File: src/rtl/mem_req_ctrl_pkg.sv
// Shared types and widths for the memory request controller.
// The optional watchdog is enabled by defining MEM_TIMEOUT_EN.
package mem_req_ctrl_pkg;

  localparam int unsigned DATA_WIDTH = 32;
  localparam int unsigned ADDR_WIDTH = 32;

  typedef enum logic [1:0] {
    IDLE  = 2'd0,
    ISSUE = 2'd1,
    DRAIN = 2'd2
  } mem_ctrl_state_t;

  typedef struct packed {
    logic                  we;
    logic [ADDR_WIDTH-1:0] addr;
    logic [DATA_WIDTH-1:0] wdata;
  } mem_req_t;

endpackage

File: src/rtl/mem_req_ctrl_chk.sv
// Assertion checker for mem_req_ctrl: parameter legality and credit return overflow.
module mem_req_ctrl_chk #(
  parameter int unsigned MAX_OUTSTANDING = 2,
  parameter int unsigned CREDITS         = 2,
  parameter int unsigned TIMEOUT_CYCLES  = 255,
  parameter int unsigned CW              = 2
) (
  input logic          clk,
  input logic          rst,
  input logic          rsp_consumed,
  input logic [CW-1:0] credits
);

  // A returned credit while already full means downstream consumed something never sent.
  credit_overflow_a : assert property (@(posedge clk) disable iff (rst)
    rsp_consumed |-> (credits != CW'(CREDITS)));

  param_range_a : assert property (@(posedge clk) disable iff (rst)
    (MAX_OUTSTANDING >= 32'd1) && (MAX_OUTSTANDING <= 32'd7) && (TIMEOUT_CYCLES >= 32'd1));

endmodule

File: src/rtl/mem_req_ctrl_sat_updown_ctr.sv
// Saturating up/down counter with synchronous load; simultaneous inc and dec hold the value.
module sat_updown_ctr #(
  parameter int unsigned MAX     = 2,
  parameter int unsigned WIDTH   = $clog2(MAX + 1),
  parameter int unsigned RST_VAL = 0
) (
  input  logic             clk,
  input  logic             rst,
  input  logic             load,
  input  logic [WIDTH-1:0] load_val,
  input  logic             inc,
  input  logic             dec,
  output logic [WIDTH-1:0] count
);

  logic [WIDTH-1:0] count_r;

  // Count register: load wins, then saturating step in either direction.
  always_ff @(posedge clk or posedge rst) begin
    if (rst) begin
      count_r <= WIDTH'(RST_VAL);
    end else if (load) begin
      count_r <= load_val;
    end else if (inc && !dec && (count_r != WIDTH'(MAX))) begin
      count_r <= count_r + WIDTH'(1'b1);
    end else if (dec && !inc && (count_r != {WIDTH{1'b0}})) begin
      count_r <= count_r - WIDTH'(1'b1);
    end else begin
      count_r <= count_r;
    end
  end

  assign count = count_r;

endmodule

File: src/rtl/mem_req_ctrl.sv
// Memory request controller: single hold register, outstanding-read and credit tracking,
// flush/drain, registered response pair. Optional watchdog under MEM_TIMEOUT_EN.
module mem_req_ctrl
  import mem_req_ctrl_pkg::*;
#(
  parameter int unsigned MAX_OUTSTANDING = 2,
  parameter int unsigned CREDITS         = 2,
  parameter int unsigned TIMEOUT_CYCLES  = 255
) (
  input  logic                  clk,
  input  logic                  rst,
  input  logic                  req_vld,
  output logic                  req_rdy,
  input  logic                  req_we,
  input  logic [ADDR_WIDTH-1:0] req_addr,
  input  logic [DATA_WIDTH-1:0] req_wdata,
  output logic                  mem_req_vld,
  input  logic                  mem_req_rdy,
  output logic                  mem_req_we,
  output logic [ADDR_WIDTH-1:0] mem_req_addr,
  output logic [DATA_WIDTH-1:0] mem_req_wdata,
  input  logic                  mem_rsp_vld,
  input  logic [DATA_WIDTH-1:0] mem_rsp_data,
  output logic                  m_rsp_vld,
  output logic [DATA_WIDTH-1:0] m_rsp_data,
  input  logic                  rsp_consumed,
  input  logic                  flush,
  output logic                  flush_done,
  output logic                  busy,
  output logic                  spurious_err,
  output logic                  timeout_err
);

  localparam int unsigned OW = $clog2(MAX_OUTSTANDING + 1);
  localparam int unsigned CW = $clog2(CREDITS + 1);

  mem_ctrl_state_t       state_r, state_s;
  mem_req_t              hold_r;
  logic                  flush_seen_r;
  logic                  m_rsp_vld_r, flush_done_r, spur_r;
  logic [DATA_WIDTH-1:0] m_rsp_data_r;
  logic [OW-1:0]         outst_s, outst_ld_s;
  logic [CW-1:0]         credits_s, credits_ld_s;
  logic                  req_rdy_s, req_fire_s, mem_fire_s, rd_fire_s, rsp_ok_s;
  logic                  drain_exit_s, tmo_hit_s;

  assign req_rdy_s  = (state_r == IDLE) && !flush &&
                      (req_we || ((outst_s < OW'(MAX_OUTSTANDING)) && (credits_s != {CW{1'b0}})));
  assign req_fire_s = req_vld && req_rdy_s;
  assign mem_fire_s = (state_r == ISSUE) && mem_req_rdy;
  assign rd_fire_s  = mem_fire_s && !hold_r.we;
  assign rsp_ok_s   = mem_rsp_vld && (outst_s != {OW{1'b0}});

  // A watchdog reset must not lose a read issued in the very same cycle.
  assign outst_ld_s   = rd_fire_s ? OW'(1'b1) : {OW{1'b0}};
  assign credits_ld_s = CW'(CREDITS) - (rd_fire_s ? CW'(1'b1) : {CW{1'b0}});

  sat_updown_ctr #(.MAX(MAX_OUTSTANDING), .WIDTH(OW), .RST_VAL(0)) u_outst_ctr (
    .clk      (clk),
    .rst      (rst),
    .load     (tmo_hit_s),
    .load_val (outst_ld_s),
    .inc      (rd_fire_s),
    .dec      (rsp_ok_s),
    .count    (outst_s)
  );

  sat_updown_ctr #(.MAX(CREDITS), .WIDTH(CW), .RST_VAL(CREDITS)) u_credit_ctr (
    .clk      (clk),
    .rst      (rst),
    .load     (tmo_hit_s),
    .load_val (credits_ld_s),
    .inc      (rsp_consumed),
    .dec      (rd_fire_s),
    .count    (credits_s)
  );

  // Next-state logic; DRAIN exits in the cycle the last outstanding read returns.
  always_comb begin
    state_s      = state_r;
    drain_exit_s = 1'b0;
    case (state_r)
      IDLE: begin
        if (flush) begin
          state_s = DRAIN;
        end else if (req_fire_s) begin
          state_s = ISSUE;
        end else begin
          state_s = IDLE;
        end
      end
      ISSUE: begin
        if (mem_fire_s) begin
          state_s = (flush_seen_r || flush) ? DRAIN : IDLE;
        end else begin
          state_s = ISSUE;
        end
      end
      DRAIN: begin
        if ((outst_s == {OW{1'b0}}) || ((outst_s == OW'(1'b1)) && rsp_ok_s) || tmo_hit_s) begin
          state_s      = IDLE;
          drain_exit_s = 1'b1;
        end else begin
          state_s = DRAIN;
        end
      end
      default: begin
        state_s = IDLE;
      end
    endcase
  end

  // State, hold register and flush memory while a request is held.
  always_ff @(posedge clk or posedge rst) begin
    if (rst) begin
      state_r      <= IDLE;
      hold_r       <= '{we: 1'b0, addr: {ADDR_WIDTH{1'b0}}, wdata: {DATA_WIDTH{1'b0}}};
      flush_seen_r <= 1'b0;
    end else begin
      state_r <= state_s;
      if (req_fire_s) begin
        hold_r <= '{we: req_we, addr: req_addr, wdata: req_wdata};
      end else begin
        hold_r <= hold_r;
      end
      if (state_r != ISSUE) begin
        flush_seen_r <= 1'b0;
      end else if (flush) begin
        flush_seen_r <= 1'b1;
      end else begin
        flush_seen_r <= flush_seen_r;
      end
    end
  end

  // Registered response pair, drain-done pulse and sticky spurious flag.
  always_ff @(posedge clk or posedge rst) begin
    if (rst) begin
      m_rsp_vld_r  <= 1'b0;
      m_rsp_data_r <= {DATA_WIDTH{1'b0}};
      flush_done_r <= 1'b0;
      spur_r       <= 1'b0;
    end else begin
      m_rsp_vld_r  <= rsp_ok_s;
      m_rsp_data_r <= rsp_ok_s ? mem_rsp_data : m_rsp_data_r;
      flush_done_r <= drain_exit_s;
      spur_r       <= spur_r || (mem_rsp_vld && (outst_s == {OW{1'b0}}));
    end
  end

`ifdef MEM_TIMEOUT_EN
  localparam int unsigned WW = $clog2(TIMEOUT_CYCLES + 1);

  logic [WW-1:0] wdog_r;
  logic          tmo_r;
  logic          wdog_run_s;

  assign wdog_run_s = (outst_s != {OW{1'b0}}) && !mem_rsp_vld;
  assign tmo_hit_s  = wdog_run_s && (wdog_r == WW'(TIMEOUT_CYCLES - 32'd1));

  // Watchdog: counts silent cycles with reads in flight; any response restarts it.
  always_ff @(posedge clk or posedge rst) begin
    if (rst) begin
      wdog_r <= {WW{1'b0}};
      tmo_r  <= 1'b0;
    end else begin
      if (!wdog_run_s || tmo_hit_s) begin
        wdog_r <= {WW{1'b0}};
      end else begin
        wdog_r <= wdog_r + WW'(1'b1);
      end
      tmo_r <= tmo_r || tmo_hit_s;
    end
  end

  assign timeout_err = tmo_r;
`else
  assign tmo_hit_s   = 1'b0;
  assign timeout_err = 1'b0;
`endif

  assign req_rdy       = req_rdy_s;
  assign mem_req_vld   = (state_r == ISSUE);
  assign mem_req_we    = hold_r.we;
  assign mem_req_addr  = hold_r.addr;
  assign mem_req_wdata = hold_r.wdata;
  assign m_rsp_vld     = m_rsp_vld_r;
  assign m_rsp_data    = m_rsp_data_r;
  assign flush_done    = flush_done_r;
  assign busy          = (state_r == ISSUE) || (outst_s != {OW{1'b0}});
  assign spurious_err  = spur_r;

  mem_req_ctrl_chk #(
    .MAX_OUTSTANDING (MAX_OUTSTANDING),
    .CREDITS         (CREDITS),
    .TIMEOUT_CYCLES  (TIMEOUT_CYCLES),
    .CW              (CW)
  ) u_chk (
    .clk          (clk),
    .rst          (rst),
    .rsp_consumed (rsp_consumed),
    .credits      (credits_s)
  );

endmodule

File: config.mk
export PLATFORM = sky130hd
export DESIGN_NAME = mem_req_ctrl
export DESIGN_NICKNAME = d
export VERILOG_FILES = /design/src/rtl/mem_req_ctrl_pkg.sv /design/src/rtl/mem_req_ctrl_chk.sv /design/src/rtl/mem_req_ctrl_sat_updown_ctr.sv /design/src/rtl/mem_req_ctrl.sv
export SDC_FILE = /design/constraint.sdc
export NUM_CORES = 1
export LEC_CHECK = 0
export CAP_MARGIN = 20
export CORE_ASPECT_RATIO = 1.1
export CORE_MARGIN = 3
export CORE_UTILIZATION = 33
export DETAILED_ROUTE_END_ITERATION = 12
export PLACE_DENSITY_LB_ADDON = 0.15
export SYNTH_ARGS = -nofsm -noshare
export SYNTH_HDL_FRONTEND = slang
export SYNTH_SLANG_ARGS = --single-unit
File: constraint.sdc
create_clock -name clk -period 7.3 [get_ports clk]
set_input_delay 1.46 -clock clk [delete_from_list [all_inputs] [get_ports clk]]
set_output_delay 1.46 -clock clk [all_outputs]
set_load 0.02 [all_outputs]
### Yosys cells after proc, flatten, opt, wreduce, memory -nomap -nowiden

Index checks and enable logic that the tools add are counted.

* output and inout port bits: 104
* register bits after elaboration: 107
* input bits: 104
* word-level logic and storage cells: 70

* reduce and logical (&&, ||, !) cells: 34
* multiplexer cells: 14
* add/subtract/negate cells: 4
* equal/unequal tests: 6
* order comparisons: 1

Operators with widths (number)
* logical AND 1 bit: 17
* two-way mux 2 bit: 8
* nonzero test 2 bit: 5
* one-hot mux 2 bit (3 select lines): 1
* zero test 1 bit: 5
* logical OR 1 bit: 5
* two-way mux 1 bit: 5
* adder 2 x 1 -> 2 bit, second input constant: 2
* == test 2 x 1 -> 1 bit, second input constant: 2
* zero test 2 bit: 2
* inequality test 2 bit, second input constant: 2
* subtractor 2 x 1 -> 2 bit, second input constant: 2
* == test 2 bit, second input constant: 1
* < comparator 2 bit, second input constant: 1
* inequality test 2 x 1 -> 1 bit, second input constant: 1

### Depth between registers and ports, before layout

Gate-level depths: netlist of run 1.

* depth in word-level cells: 8
* depth in mapped cells: 8
* depth with buffers taken out: 6

### Modules after synthesis

A second synthesis of run 1 with hierarchy kept.

* cell total of the unflattened synthesis: 269
* area, all modules: 4349.2 µm²

Modules (own cells, without submodules)
* mem_req_ctrl: area an instance 4062.6 µm², times used 1, cells an instance 237, seq. area each 2577.5 µm²
* sat_updown_ctr (u_credit_ctr): area an instance 143.9 µm², times used 1, cells an instance 16, seq. area each 51.3 µm²
* sat_updown_ctr (u_outst_ctr): area an instance 142.6 µm², times used 1, cells an instance 16, seq. area each 50.0 µm²

### Worst setup path after synthesis of run 1

OpenSTA, ideal clock, no wires.

* path type: input -> output
* start point: input port req_we
* end point: output port req_rdy
* arrival: 1.967 ns
* stages on the path: 2
* buffers on the path: 0
* path slack: 3.873 ns
* cells stage by stage: inv_1 -> a2111oi_4

* longest elaborated chain between the ends: 2

Ends and longest elaborated chain
* start: declaration: line mem_req_ctrl.sv:14 `input logic req_we,`
* logical OR 1 bit: line mem_req_ctrl.sv:48 `(req_we || ((outst_s < OW'(MAX_OUTSTANDING)) && (credits_s != {CW{1'b0}})));`
* logical AND 1 bit: line mem_req_ctrl.sv:47 `assign req_rdy_s = (state_r == IDLE) && !flush &&`
* end: declaration: line mem_req_ctrl.sv:13 `output logic req_rdy,`

No other way between the ends.

### Worst setup path in the final report of run 1

Same ends and word-level chain as after synthesis.

==> impl_metrics.tcl, run 1 <==
set metrics [dict create \
    synthDistinctLibCells 30 \
    cts-buffers-inserted 9 \
    ys_dominant_reg_cell "sky130_fd_sc_hd__dfrtp_1" \
    crit_fanout 2 \
    io_pins 208 \
    die_x_um 115.1 \
    avgViaCountPerCell 4.555 \
    critPathArrivalTime_ns 3.03 \
    antenna_cells_inserted 0 \
    relative_slew_slack 0.3568 \
    detail_route.iter0.violations 109 \
    finalNetCount 578 \
    ys.warnings.count 0 \
    start_kind "input port" \
    flow.area_growth_from_synthesis_pct 59.19 \
    run_status "finished clean" \
    totalNegativeSetupSlack_ns 0 \
    clock_insertion_delay_worst_skew_ns 0.35 \
    synth_area_per_cell_um2 16.37 \
    die_y_um 126.0 \
    place.port_buffers 206 \
    grt_pass1_wl_um 16350 \
    number_of_fillers_in_the_final_layout 1092 \
    setup.worst_path.end_class "output pin" \
    antenna_found_initial 0 \
    final_hold_viol_count 0 \
    power.static_leakage_nw 3.009 \
    start_util 0.3405 \
    worstPathRequired_ns 5.84 \
    grt_overflow 0 \
    cts_setup_buffers 0 \
    synth.net_count 371 \
    finalClockSkew_ns 0.01029 \
    drt-total-wl_um 10420 \
    post-route-min-period_ns 4.494 \
    drt_drc_violations_left 0 \
    global_route.usage.total 0.1457 \
    ctsHoldBuffers 0 \
    post_route_cells_drive_above_1_share 0.2542 \
    grt_setup_unrepaired "no" \
    postRouteAntennaNets 0 \
    postSynthRegisterBits 107 \
    classification_of_the_worst_setup_path "in -> out" \
    detailedRoute.firstPassIterationCount 4 \
    dpl.hpwl_um 7515 \
    max_freq_mhz 222.5 \
    tritoncts "built" \
    synth_area_um2 4323 \
    gp_congestion 0.7027 \
    setup_viol_count_final 0 \
    cts_root_buffer "sky130_fd_sc_hd__clkbuf_16" \
    cts_max_path_buffers 2 \
    cts_max_level 3 \
    seq_area_frac_synth 0.6197 \
    power.density_cell_area_nw_per_um2 458.4 \
    dr_total_vias 2883 \
    clk_transition_reported_paths_ns 0.07 \
    fp.coreArea_um2 12700 \
    std_cell_rows 43 \
    ys_async_sr_fraction 1.000 \
    drt-wirelength-per-cell_um 16.47 \
    syn-instance-count 264 \
    final_min_period_over_clock_period 0.6157 \
    synth-edff-count 0 \
    power_mw 3.154 \
    grt_max_degree 74 \
    first_global_vias 3126 \
    max-vdd-ir-drop_v 0.0001849 \
    min-delay-path-class "reg -> reg" \
    final_max_slew_viol_count 0 \
    postCtsResizedCells 0 \
    actual_transition_at_the_worst_max_transition_pin_ns 0.9627 \
    maxCapViolCount 0 \
    clock-sinks 107 \
    dieArea_um2 14510 \
]
## sequential cells by signal, indices dropped and copies added, names as in the netlist
name                cells
flush_done              1
flush_seen_r            1
m_rsp_data             32
m_rsp_vld               1
mem_req_addr           32
mem_req_wdata          32
mem_req_we              1
spurious_err            1
state_r                 2
u_credit_ctr.count      2
u_outst_ctr.count       2
## through the flow
stage                     instance area (um2)  utilization  instances  hold slack [ns]  setup slack, ns
after floorplan                          4323            -        264           0.4470            3.024
after global placement                   6513       0.5129        616           0.4400            2.801
after detailed placement                 6513       0.5129        616           0.4675            2.802
after CTS                                6854       0.5398        632           0.4857            2.795
after global routing                     6882       0.5420        633           0.4916            2.742
final                                    6882       0.5420        633           0.4786            2.806
## cell usage after synthesis (2+ instances only)
cell type	n	area share
sky130_fd_sc_hd__dfrtp_1	106	0.61
sky130_fd_sc_hd__inv_1	5	0.0043
sky130_fd_sc_hd__mux2_2	58	0.15
sky130_fd_sc_hd__mux2_4	39	0.14
sky130_fd_sc_hd__nor3b_1	2	0.0035
sky130_fd_sc_hd__buf_6	5	0.013
sky130_fd_sc_hd__a21oi_1	4	0.0046
sky130_fd_sc_hd__nor2b_1	4	0.0058
sky130_fd_sc_hd__o21ai_0	2	0.0023
sky130_fd_sc_hd__buf_2	4	0.0046
sky130_fd_sc_hd__ha_1	3	0.0087
sky130_fd_sc_hd__a22oi_1	2	0.0035
sky130_fd_sc_hd__nand2b_1	4	0.0058
sky130_fd_sc_hd__nor2_1	9	0.0078
sky130_fd_sc_hd__nand2_1	2	0.0017
## worst max-delay path, stage by stage
cell                              delay (ns)
sky130_fd_sc_hd__clkdlybuf4s50_1        0.47
sky130_fd_sc_hd__inv_1                  0.07
sky130_fd_sc_hd__a2111oi_4              0.36
sky130_fd_sc_hd__clkdlybuf4s50_1        0.67
## power breakdown
group / switching [mW] / total, mW / internal [mW]
combinational: 0.680 / 1.55 / 0.868
sequential: 0.163 / 1.05 / 0.889
clock: 0.219 / 0.554 / 0.335
total: 1.06 / 3.15 / 2.09
## worst paths after layout
check | start | end | slack [ns] | cells past startpoint
worst min register to register | spurious_err$_DFF_PP0_ | spurious_err$_DFF_PP0_ | 0.48 | 1
worst max register to register | u_outst_ctr.count[1]$_DFFE_PP0P_ | u_outst_ctr.count[1]$_DFFE_PP0P_ | 5.17 | 6
worst max-delay path | req_we | req_rdy | 2.81 | 4
worst min-delay path | spurious_err$_DFF_PP0_ | spurious_err$_DFF_PP0_ | 0.48 | 1
max in group asynchronous | rst | m_rsp_data[23]$_DFFE_PP0P_ | 4.53 | 3
min in group asynchronous | rst | mem_req_addr[4]$_DFFE_PP0P_ | 1.47 | 2
## cell families (layout without fill, tap and decap cells)
logic type	after synthesis	count (layout)	synth area share
flip-flops	107	107	0.6197
multiplexers	98	98	0.2889
AND/OR/NAND/NOR	24	24	0.03068
buffers and inverters	17	229	0.02547
AO/OA/AOI/OAI	13	13	0.02374
adder cells (fa/ha/maj)	3	3	0.008684
other	1	1	0.0008675
XOR/XNOR	1	1	0.002026
## cells in the final DEF, fill, tap and decap left out, types with 2 or more instances in the layout
master,n
sky130_fd_sc_hd__inv_1,4
sky130_fd_sc_hd__nor3b_1,2
sky130_fd_sc_hd__mux2_4,39
sky130_fd_sc_hd__nor2_1,9
sky130_fd_sc_hd__nor2b_1,3
sky130_fd_sc_hd__clkbuf_16,9
sky130_fd_sc_hd__a21oi_1,4
sky130_fd_sc_hd__ha_1,3
sky130_fd_sc_hd__dfrtp_1,106
sky130_fd_sc_hd__nand2b_1,4
sky130_fd_sc_hd__nand2_1,2
sky130_fd_sc_hd__bufinv_16,3
sky130_fd_sc_hd__a22oi_1,2
sky130_fd_sc_hd__mux2_2,58
sky130_fd_sc_hd__clkinv_2,2
sky130_fd_sc_hd__clkdlybuf4s50_1,206
sky130_fd_sc_hd__o21ai_0,2
## layer usage
metal | up-vias | part of all wire | global-route usage
met4 | 0 | 0.030 | 0.07873
met2 | 125 | 0.47 | 0.2268
li1 | 1330 | - | -
met1 | 1410 | 0.43 | 0.1825
met5 | - | 0 | 0
met3 | 18 | 0.071 | 0.04085
## cell type report
cell class	count	area, um2	area share
Multi-Input combinational cell	140	1546	0.2247
Sequential cell	107	2679	0.3893
Clock inverter	7	116.4	0.01691
Timing Repair Buffer	208	2097	0.3047
Inverter	5	21.27	0.003091
Tap cell	157	196.4	0.02855
Clock buffer	9	225.2	0.03273
(Power assumes the default switching activity.)
==> inputs of run 2 (changes only) <==
==> constraint.sdc (replaced) <==
create_clock -name clk -period 4.4 [get_ports clk]
set_input_delay 0.88 -clock clk [delete_from_list [all_inputs] [get_ports clk]]
set_output_delay 0.88 -clock clk [all_outputs]
set_load 0.02 [all_outputs]
==> impl_metrics.tcl, run 2 (synthesized netlist as in run 1, its figures left out) <==
set metrics [dict create \
    totalNegativeSetupSlack_ns 0 \
    crit_slowest_cell "sky130_fd_sc_hd__clkdlybuf4s50_1" \
    cts_root_buffer "sky130_fd_sc_hd__clkbuf_16" \
    power.density_cell_area_nw_per_um2 749.2 \
    clock-sinks 107 \
    actual_transition_at_the_worst_max_transition_pin_ns 0.9792 \
    crit_fanout 2 \
    start_util 0.3405 \
    first_global_vias 3055 \
    leading_cell_types_in_the_layout_fill_and_taps_excluded "206 x sky130_fd_sc_hd__clkdlybuf4s50_1, 106 x sky130_fd_sc_hd__dfrtp_1, 58 x sky130_fd_sc_hd__mux2_2" \
    antenna_found_initial 0 \
    min-delay-path-class "reg -> reg" \
    tritoncts "built" \
    worstRegToRegCells 5 \
    worstPathBufferInverterCount 3 \
    place.port_buffers 206 \
    postCtsResizedCells 0 \
    r2r_setup_slack_ns 2.25 \
    cts_max_path_buffers 2 \
    number_of_fillers_in_the_final_layout 1072 \
    post-route-min-period_ns 3.356 \
    detailedRoute.firstPassIterationCount 4 \
    power.static_leakage_nw 2.999 \
    finalNetCount 579 \
    ctsHoldBuffers 0 \
    layout.cells.most_common "sky130_fd_sc_hd__clkdlybuf4s50_1" \
    worst_r2r_endpoint "mem_req_addr[1]$_DFFE_PP0P_" \
    cts_setup_buffers 0 \
    cells_along_the_critical_path "clkdlybuf4s50_1 -> inv_1 -> a2111oi_4 -> clkdlybuf4s50_1" \
    final_cells 634 \
    fp.coreArea_um2 12700 \
    gp_congestion 0.7119 \
    dr_total_vias 2892 \
    grt_overflow 0 \
    avgViaCountPerCell 4.562 \
    max-vdd-ir-drop_v 0.0003330 \
    grt_pass1_wl_um 16150 \
    worstPathRequired_ns 3.52 \
    final_hold_viol_count 0 \
    global_route.usage.total 0.1449 \
    crit-reg2reg-launch "u_credit_ctr.count[1]$_DFFE_PP1P_" \
    crit_top_cell "sky130_fd_sc_hd__clkdlybuf4s50_1" \
    setup.worst_path.end_class "output pin" \
    io_pins 208 \
    endpoint_of_the_worst_hold_path "spurious_err$_DFF_PP0_" \
    detailedPlace.worstSlack_ns 1.047 \
    flow.area_growth_from_synthesis_pct 58.41 \
    run_status "finished clean" \
    std_cell_rows 43 \
    max_freq_mhz 298.0 \
    maxCapViolCount 0 \
    antenna_cells_inserted 0 \
    die_x_um 115.1 \
    critPathArrivalTime_ns 2.48 \
    hp-start "spurious_err$_DFF_PP0_" \
    finalClockSkew_ns 0.007977 \
    grt_setup_unrepaired "no" \
    whs_path_depth 1 \
    drt-wirelength-per-cell_um 16.33 \
    final_core_utilization 0.5393 \
    worst_path_dominant_cell_family "buffers and inverters" \
    final_max_slew_viol_count 0 \
    dpl.hpwl_um 7353 \
    detail_route.iter0.violations 115 \
    placed_cells_incl_taps 617 \
    dieArea_um2 14510 \
    post_route_cells_drive_above_1_share 0.2558 \
    postRouteAntennaNets 0 \
    drt_drc_violations_left 0 \
    classification_of_the_worst_setup_path "in -> out" \
    relative_slew_slack 0.3458 \
    whs_ns 0.4622 \
    cts_max_level 3 \
    clock_insertion_delay_worst_skew_ns 0.35 \
    cts-buffers-inserted 9 \
    start_kind "input port" \
    die_y_um 126.0 \
    drt-total-wl_um 10350 \
    timing.critical_path.slowest_cell_delay_ns 0.69 \
    setup_viol_count_final 0 \
    timing.final.ws_setup_ns 1.044 \
    clk_transition_reported_paths_ns 0.07 \
    final_min_period_over_clock_period 0.7626 \
    grt_max_degree 67 \
]
run 2: changes by cell type in the layout (fill, tap and decap cells not counted), sizes merged:
| cell | before | now |
|---|---|---|
| clkinv | 3 | 4 |
| buf | 2 | 3 |
| bufinv | 3 | 1 |
| clkinvlp | 1 | 0 |
| inv | 5 | 7 |
run 2: worst register-to-register path: cells and delay by family, from the launching register on:
kind | cells | cell delay, ns
compound gates | 2 | 0.59
flops | 1 | 0.57
simple gates | 1 | 0.21
mux | 1 | 0.42
buf+inv | 1 | 0.26
run 2: how the worst max path moves through the flow:
stage | startpoint | to | cells after the start
CTS | req_we | req_rdy | 4
detailed placement | req_we | req_rdy | 4
floorplan | rst | flush_done$_DFF_PP0_ | 1
global route | req_we | req_rdy | 4
finish | req_we | req_rdy | 4
global placement | req_we | req_rdy | 4
run 2: cell type report:
cell class              instances  area (um2)  area share
well taps                     157       196.4     0.02869
clock inverters                 7       75.07     0.01096
flip-flops and latches        107        2679      0.3912
clock buffers                   9       225.2     0.03289
multi-input cells             140        1546      0.2258
repair buffers                209        2105      0.3073
inverters                       5       21.27    0.003106
run 2: metrics by stage:
stage,total power [mW],instance area (um2)
floorplan,3.129,4323
global placement,4.312,6520
detailed placement,4.350,6520
CTS,5.203,6820
global route,5.424,6848
finish,5.130,6848
run 2: metal layers:
layer,up-vias,share of wire,global-route usage
met2,118,0.47,0.2268
li1,1334,-,-
met1,1426,0.44,0.1841
met3,14,0.068,0.03700
met4,0,0.026,0.07459
met5,-,0,0
run 2: where the power goes:
part,leakage [nW],internal (mW),switching (mW)
clock network,0.150,0.446,0.373
logic,1.58,1.44,1.13
registers,1.27,1.47,0.268
total,3.00,3.36,1.77
==> inputs of run 3 (changes only) <==
==> constraint.sdc (replaced) <==
create_clock -name clk -period 2.7 [get_ports clk]
set_input_delay 0.54 -clock clk [delete_from_list [all_inputs] [get_ports clk]]
set_output_delay 0.54 -clock clk [all_outputs]
set_load 0.02 [all_outputs]
==> impl_metrics.tcl, run 3 (synthesized netlist as in run 1, its figures left out) <==
set metrics [dict create \
    uppermost_layer_routed "met4" \
    io_pins 208 \
    power.density_cell_area_nw_per_um2 1224 \
    crit_fanout 6 \
    drt-total-wl_um 9951 \
    max-vdd-ir-drop_v 0.0005588 \
    global_route.usage.total 0.1400 \
    cts_max_level 3 \
    relative_slew_slack 0.5785 \
    worst_r2r_endpoint "mem_req_addr[22]$_DFFE_PP0P_" \
    whs_path_depth 1 \
    worst_path_dominant_cell_family "flip-flops" \
    layout.cells.most_common "sky130_fd_sc_hd__clkdlybuf4s50_1" \
    timing.critical_path.from "u_credit_ctr.count[1]$_DFFE_PP1P_" \
    antenna_found_initial 0 \
    r2r_setup_slack_ns 0.75 \
    post-route-cell-area_um2 6900 \
    actual_transition_at_the_worst_max_transition_pin_ns 0.6323 \
    cts-buffers-inserted 9 \
    met3_length_um 802 \
    placed_cells_incl_taps 619 \
    worstSetupEndpoint "req_rdy" \
    drt-wirelength-per-cell_um 15.67 \
    cts_max_path_buffers 2 \
    min-delay-path-class "reg -> reg" \
    power.static_leakage_nw 3.012 \
    dpl.hpwl_um 7291 \
    detail_route.iter0.violations 93 \
    critical_path_depth 3 \
    worstPathRequired_ns 2.16 \
    grt_setup_unrepaired "no" \
    setup.worst_path.end_class "output pin" \
    run_status "finished clean" \
    totalNegativeSetupSlack_ns 0 \
    timing.final.ws_setup_ns 0.2837 \
    dieArea_um2 14510 \
    drt_drc_violations_left 0 \
    first_global_vias 3094 \
    worstRegToRegCells 5 \
    postRouteAntennaNets 0 \
    finalClockSkew_ns 0.006757 \
    maxCapViolCount 0 \
    start_util 0.3405 \
    gp_congestion 0.7383 \
    detailedRoute.firstPassIterationCount 4 \
    grt_max_degree 108 \
    clk_transition_reported_paths_ns 0.07 \
    start_kind "flop" \
    die_x_um 115.1 \
    final_core_utilization 0.5435 \
    finalNetCount 580 \
    setup_viol_count_final 0 \
    classification_of_the_worst_setup_path "reg -> out" \
    post_route_cells_drive_above_1_share 0.2573 \
    cells_along_the_critical_path "o21bai_1 -> a2111oi_4 -> dlygate4sd2_1" \
    fp.coreArea_um2 12700 \
    timing.critical_path.slowest_cell_delay_ns 0.58 \
    met1_wire_length_um 4149 \
    detailedPlace.worstSlack_ns -0.01201 \
    clock-sinks 107 \
    avgViaCountPerCell 4.472 \
    crit-reg2reg-launch "u_credit_ctr.count[1]$_DFFE_PP1P_" \
    critPathArrivalTime_ns 1.88 \
    leading_cell_types_in_the_layout_fill_and_taps_excluded "205 x sky130_fd_sc_hd__clkdlybuf4s50_1, 106 x sky130_fd_sc_hd__dfrtp_1, 58 x sky130_fd_sc_hd__mux2_2" \
    max_freq_mhz 413.9 \
    dpl-instance-area_um2 6574 \
    post-route-min-period_ns 2.416 \
    crit_slowest_cell "sky130_fd_sc_hd__dfstp_2" \
    place.port_buffers 206 \
    flow.area_growth_from_synthesis_pct 59.62 \
    dr_total_vias 2840 \
    tritoncts "built" \
    final_min_period_over_clock_period 0.8949 \
    grt_overflow 0 \
    final_hold_viol_count 0 \
    antenna_cells_inserted 0 \
    grt_pass1_wl_um 15970 \
    clock_insertion_delay_worst_skew_ns 0.34 \
    final_max_slew_viol_count 0 \
    number_of_fillers_in_the_final_layout 1062 \
    std_cell_rows 43 \
    worstPathBufferInverterCount 1 \
    final_cells 635 \
    die_y_um 126.0 \
    cts_root_buffer "sky130_fd_sc_hd__clkbuf_16" \
    wl_met2_um 4820 \
]
-- run 3: worst min-delay path by stage --
stage | slack (ns) | from | endpoint
3_5_place_dp | 0.45 | spurious_err$_DFF_PP0_ | spurious_err$_DFF_PP0_
2_1_floorplan | 0.45 | flush_seen_r$_DFFE_PP0P_ | flush_seen_r$_DFFE_PP0P_
5_1_grt | 0.49 | spurious_err$_DFF_PP0_ | spurious_err$_DFF_PP0_
6_report | 0.46 | spurious_err$_DFF_PP0_ | spurious_err$_DFF_PP0_
4_1_cts | 0.46 | spurious_err$_DFF_PP0_ | spurious_err$_DFF_PP0_
3_3_place_gp | 0.44 | spurious_err$_DFF_PP0_ | spurious_err$_DFF_PP0_
-- run 3: where the power goes --
group / total [mW] / switching [mW] / internal (mW)
Clock: 1.41 / 0.573 / 0.838
Combinational: 4.20 / 1.83 / 2.36
Sequential: 2.84 / 0.436 / 2.40
Total: 8.45 / 2.84 / 5.60
-- run 3: timing repair --
| action | CTS | global route |
|---|---|---|
| setup endpoints to repair | 1 | 0 |
| gates resized for setup | 1 | 0 |
| hold buffers | 0 | 0 |
| buffers inserted | 0 | 0 |
-- run 3: per-stage QoR --
stage	hold slack [ns]	total power, mW
CTS	0.4632	8.587
global route	0.4948	8.912
floorplan	0.4470	5.100
global placement	0.4403	7.052
finish	0.4602	8.447
detailed placement	0.4476	7.126
-- run 3: cell type report --
cell class	count	area [um2]	share of cell area
inverters	5	22.52	0.003264
clock inverters	6	88.84	0.01287
well taps	157	196.4	0.02847
multi-input cells	140	1546	0.2241
repair buffers	210	2128	0.3084
flip-flops and latches	107	2679	0.3882
clock buffers	10	239.0	0.03463
-- run 3: worst register-to-register path, delay by kind of cell (launching register included) --
family / cells / cell delay [ns]
simple gates: 1 / 0.09
compound gates: 2 / 0.57
mux: 1 / 0.34
flops: 1 / 0.58
buf+inv: 1 / 0.26
-- run 3: metal layers --
| metal | global-route usage | vias to the layer above |
|---|---|---|
| met5 | 0 | - |
| met3 | 0.04277 | 10 |
| met4 | 0.06423 | 0 |
| li1 | - | 1332 |
| met1 | 0.1753 | 1380 |
| met2 | 0.2210 | 118 |
